$ cat src/rtl/fila_consumer.sv
// fila_consumer: drain stage for the 8x8 FILA queue (pop, capture, valid/ready out).
// Optional FILA_CONSUMER_CHECKSUM_EN adds checksum_out (rotl1 of running XOR).
module fila_consumer #(
  parameter int unsigned DEQ_LAT = 3,
  parameter int unsigned GAP     = 1
) (
  input  logic       clock_10KHz,
  input  logic       reset,
  input  logic [3:0] len_in,
  input  logic [7:0] data_in,
  input  logic       ready_in,
  output logic       dequeue_out,
  output logic [7:0] data_out,
  output logic       valid_out,
  output logic [7:0] count_out,
  output logic       busy_out,
  output logic       err_out
`ifdef FILA_CONSUMER_CHECKSUM_EN
  ,
  output logic [7:0] checksum_out
`endif
);

  typedef enum logic [1:0] {
    S_IDLE,
    S_WAIT,
    S_HOLD,
    S_COOL
  } state_t;

  localparam logic [2:0] LAT_INIT = 3'(DEQ_LAT - 1);
  localparam logic [2:0] GAP_INIT = 3'(GAP);

  state_t     state_q;
  logic [2:0] lat_cnt_q;
  logic [2:0] gap_cnt_q;
  logic [3:0] len_snap_q;
  logic       deq_q;
  logic [7:0] data_q;
  logic       valid_q;
  logic [7:0] count_q;
  logic       busy_q;
  logic       err_q;

`ifdef FILA_CONSUMER_CHECKSUM_EN
  logic [7:0] ck_q;
  logic [7:0] ck_mix;

  assign ck_mix = ck_q ^ data_q;

  // Fold each delivered byte into the running checksum.
  always_ff @(posedge clock_10KHz or negedge reset) begin
    if (!reset) begin
      ck_q <= 8'd0;
    end else if (state_q == S_HOLD && ready_in) begin
      ck_q <= {ck_mix[6:0], ck_mix[7]};
    end
  end

  assign checksum_out = ck_q;
`endif

  // Pop / capture / handshake / cool-down sequencing with registered outputs.
  always_ff @(posedge clock_10KHz or negedge reset) begin
    if (!reset) begin
      state_q    <= S_IDLE;
      lat_cnt_q  <= 3'd0;
      gap_cnt_q  <= 3'd0;
      len_snap_q <= 4'd0;
      deq_q      <= 1'b0;
      data_q     <= 8'd0;
      valid_q    <= 1'b0;
      count_q    <= 8'd0;
      busy_q     <= 1'b0;
      err_q      <= 1'b0;
    end else begin
      unique case (state_q)
        S_IDLE: begin
          if (len_in != 4'd0) begin
            deq_q      <= 1'b1;
            lat_cnt_q  <= LAT_INIT;
            len_snap_q <= len_in;
            state_q    <= S_WAIT;
            busy_q     <= 1'b1;
          end
        end
        S_WAIT: begin
          deq_q <= 1'b0;
          if (lat_cnt_q != 3'd0) begin
            lat_cnt_q <= lat_cnt_q - 3'd1;
          end else begin
            data_q  <= data_in;
            valid_q <= 1'b1;
            state_q <= S_HOLD;
            if (len_in != len_snap_q - 4'd1) begin
              err_q <= 1'b1;
            end
          end
        end
        S_HOLD: begin
          if (ready_in) begin
            valid_q   <= 1'b0;
            count_q   <= count_q + 8'd1;
            gap_cnt_q <= GAP_INIT;
            if (GAP == 0) begin
              state_q <= S_IDLE;
              busy_q  <= 1'b0;
            end else begin
              state_q <= S_COOL;
            end
          end
        end
        S_COOL: begin
          gap_cnt_q <= gap_cnt_q - 3'd1;
          if (gap_cnt_q == 3'd1) begin
            state_q <= S_IDLE;
            busy_q  <= 1'b0;
          end
        end
        default: begin
          state_q <= S_IDLE;
          busy_q  <= 1'b0;
        end
      endcase
    end
  end

  assign dequeue_out = deq_q;
  assign data_out    = data_q;
  assign valid_out   = valid_q;
  assign count_out   = count_q;
  assign busy_out    = busy_q;
  assign err_out     = err_q;

endmodule

$ cat config.mk
export PLATFORM = sky130hd
export DESIGN_NAME = fila_consumer
export DESIGN_NICKNAME = d
export VERILOG_FILES = /design/src/rtl/fila_consumer.sv
export SDC_FILE = /design/constraint.sdc
export NUM_CORES = 1
export LEC_CHECK = 0
export ABC_AREA = 0
export CORE_ASPECT_RATIO = 0.75
export CORE_MARGIN = 3
export CORE_UTILIZATION = 50
export CTS_BUF_LIST = sky130_fd_sc_hd__clkbuf_16
export CTS_CLUSTER_DIAMETER = 50
export DETAILED_ROUTE_END_ITERATION = 8
export PLACE_DENSITY_LB_ADDON = 0.05
export SETUP_SLACK_MARGIN = 0.2
export SKIP_CTS_REPAIR_TIMING = 1
export SYNTH_ARGS = -nofsm -noshare
export SYNTH_HDL_FRONTEND = slang
export SYNTH_SLANG_ARGS = --single-unit
export TNS_END_PERCENT = 10
$ cat constraint.sdc
create_clock -name clock_10KHz -period 2.1 [get_ports clock_10KHz]
set_input_delay 0.63 -clock clock_10KHz [delete_from_list [all_inputs] [get_ports clock_10KHz]]
set_output_delay 0.63 -clock clock_10KHz [all_outputs]
set_load 0.01 [all_outputs]
==> reports/results.ini <==
[yosys]
ys_seq_area_frac=0.498
syn-cell-area_um2=1610
synth_seq_cells=32
yosysWarnings=0
syn-num-nets=170
syn_avg_cell_area_um2=11.2
synth_cell_types=29
yosys.area.top_type=dfrtp_1
async_reset_ff_frac=1.00
post_synth_main_area_contributors=dfrtp_1, ha_1, mux2_2
synth_flop_cell=dfrtp_1
synth-edff-count=0
syn_inst=144
synth_top_area_frac=0.498

[layout]
syn_to_final_growth_pct=36.8
drive_gt1_frac=0.149
final_core_util=0.734
finalNonFillerCells=232
final_common_cell=clkdlybuf4s50_1
fin_nets=219
antennaDiodeCount=0
final_cell_mix=clkdlybuf4s50_1, dfrtp_1, inv_1, ha_1

[clock_tree]
htreeDepth=2
clk_latency_ns=0.27
clockBufferDepth=2
cts_root_buffer=clkbuf_16
cts_inserted_buffers=5
cts_sinks=32
cts_tree=yes
clk_pin_slew_ns=0.05

[grt]
grt_max_degree=33
grt_pass1_wl_mm=5.41
first_global_vias=1184
grt_overflow_total=0
antenna_found_initial=0
grt_usage=0.185

[power_and_ir_drop]
cell_internal_pwr_mw=2.16
powerDensity_nw_per_um2=1520
p_comb_frac=0.467
p_sw_frac=0.353
power_frac_seq=0.335
switchingPower_mw=1.18
power.total_mw=3.34
peakVddDrop_uv=908
power_frac_clock=0.198
p_leak_nw=0.996

[run]
maxCapViolCount=0

[setup_path]
r2r-end=data_out[0]
cp.required_ns=2.25
worstPathMaxFanout=5
criticalPathCategory=in2reg
reg2reg_slack_ns=0.36
r2r_cells=5
worst-endpoint-arrival_ns=2.02
start_kind=input port
end_kind=flip-flop
reg2reg_from=lat_cnt_q[0]

[detailed_routing]
drtPass1Iterations=4
met2_length_mm=1.63
highest_layer=met4
via_per_inst=5.15
drtIter0Drc=32
postRouteAntennaNets=0
wire_per_inst_um=14.4
dr_total_vias=1194
routed_wl_mm=3.34
drc=0
wl_met1_mm=1.51
wl_met3_um=160

[timing]
slew_viol_final=0
fin_crit_sh=0.889
maxSlewHeadroom=0.732
setup_viol=0
max_freq_ghz=0.536
worst_slew_pin_slew_ns=0.401
skew_ns=0.00620
min_period_ns=1.87
setup_slack_ns=0.233
hold_viol=0
hold_ws_ns=0.479
rsz0062_at_grt=true

[die]
start_util=0.537
dieWidth_um=71.5
ioPinCount=35
die_y_um=55.1
core-area_um2=3000
die-area_um2=3940
rows=17

[hold_path]
min_delay_worst_endpoint=count_out[7]
worstHoldStart=count_out[7]
hold_path_class=reg2reg
hold_depth=1

[status]
status=finished, final reports clean

[placement]
hpwl_mm=2.45
dp_slack_ns=-0.0525
dp_cells=224
routabilityCongestion=0.820
port_buffers=34

-- worst max path at each step --
stage,startpoint,endpoint,slack (ns),depth (start not counted)
global route,len_in[0],lat_cnt_q[0],0.19,6
floorplan,len_in[0],state_q[1],0.45,4
finish,len_in[0],lat_cnt_q[0],0.23,6
detailed placement,len_in[0],lat_cnt_q[1],-0.05,6
global placement,len_in[0],lat_cnt_q[1],-0.01,6
CTS,count_out[0],count_out[0],0.21,1
-- area by class of cell --
cell class / instances / area, µm²
Sequential cell: 32 / 801
Fill cell: 207 / 798
Multi-Input combinational cell: 97 / 749
Timing Repair Buffer: 44 / 418
Clock buffer: 5 / 125
Inverter: 13 / 48.8
Tap cell: 38 / 47.5
Clock inverter: 3 / 11.3
-- sequential cells by signal, summed over array words and instances (netlist names) --
name,cells
valid_out,1
lat_cnt_q,3
state_q,2
len_snap_q,4
dequeue_out,1
count_out,8
err_out,1
gap_cnt_q,3
busy_out,1
data_out,8
-- power by group through the flow --
stage | Combinational [mW] | Sequential [mW] | Clock, mW
after floorplan | 0.869 | 1.16 | 0
after global placement | 1.50 | 1.10 | 0
after detailed placement | 1.56 | 1.12 | 0
after CTS | 1.57 | 1.12 | 0.677
after global routing | 1.73 | 1.15 | 0.710
final | 1.56 | 1.12 | 0.662
-- Yosys cell counts (2+ instances only) --
library cell and count:
mux2_2 9, nor2_1 7, nand3_1 5, nand4_1 2, a31oi_1 2, dfrtp_1 32
a22o_1 3, a22oi_2 2, xor2_1 4, xnor2_1 9, nand2b_1 4, a21oi_1 4
o2bb2ai_1 3, inv_1 13, mux2i_1 2, nand2_1 10, ha_1 11, buf_2 2
o21ai_0 8, nor3_1 2, nor2b_1 2
-- worst max-delay path, stage by stage --
cell and delay, ns:
clkdlybuf4s50_1 0.46, nor4_4 0.35, buf_4 0.18, a21oi_1 0.08, mux2i_1 0.21, o2bb2ai_1 0.10
-- through the flow --
step                      setup TNS (ns)  instance area [µm²]
after floorplan                        0                 1610
after global placement           -0.0210                 2060
after detailed placement          -0.147                 2060
after CTS                              0                 2200
after global routing                   0                 2200
final                                  0                 2200
-- metal layers --
| layer | vias up | global-route usage |
|---|---|---|
| met2 | 26 | 0.309 |
| met4 | 0 | 0.0625 |
| met5 | - | 0 |
| met3 | 4 | 0.0578 |
| li1 | 592 | - |
| met1 | 572 | 0.231 |
-- logic make-up (layout without fill, tap and decap cells) --
group | Yosys count | in the layout | share of synthesized area
compound gates | 24 | 24 | 0.103
simple gates | 37 | 37 | 0.124
flops | 32 | 32 | 0.498
xor+xnor | 13 | 13 | 0.0708
mux | 12 | 12 | 0.0824
fa+ha+maj | 11 | 11 | 0.0855
buf+inv | 15 | 65 | 0.0365
Note: power is estimated with default switching activity, not from simulation.
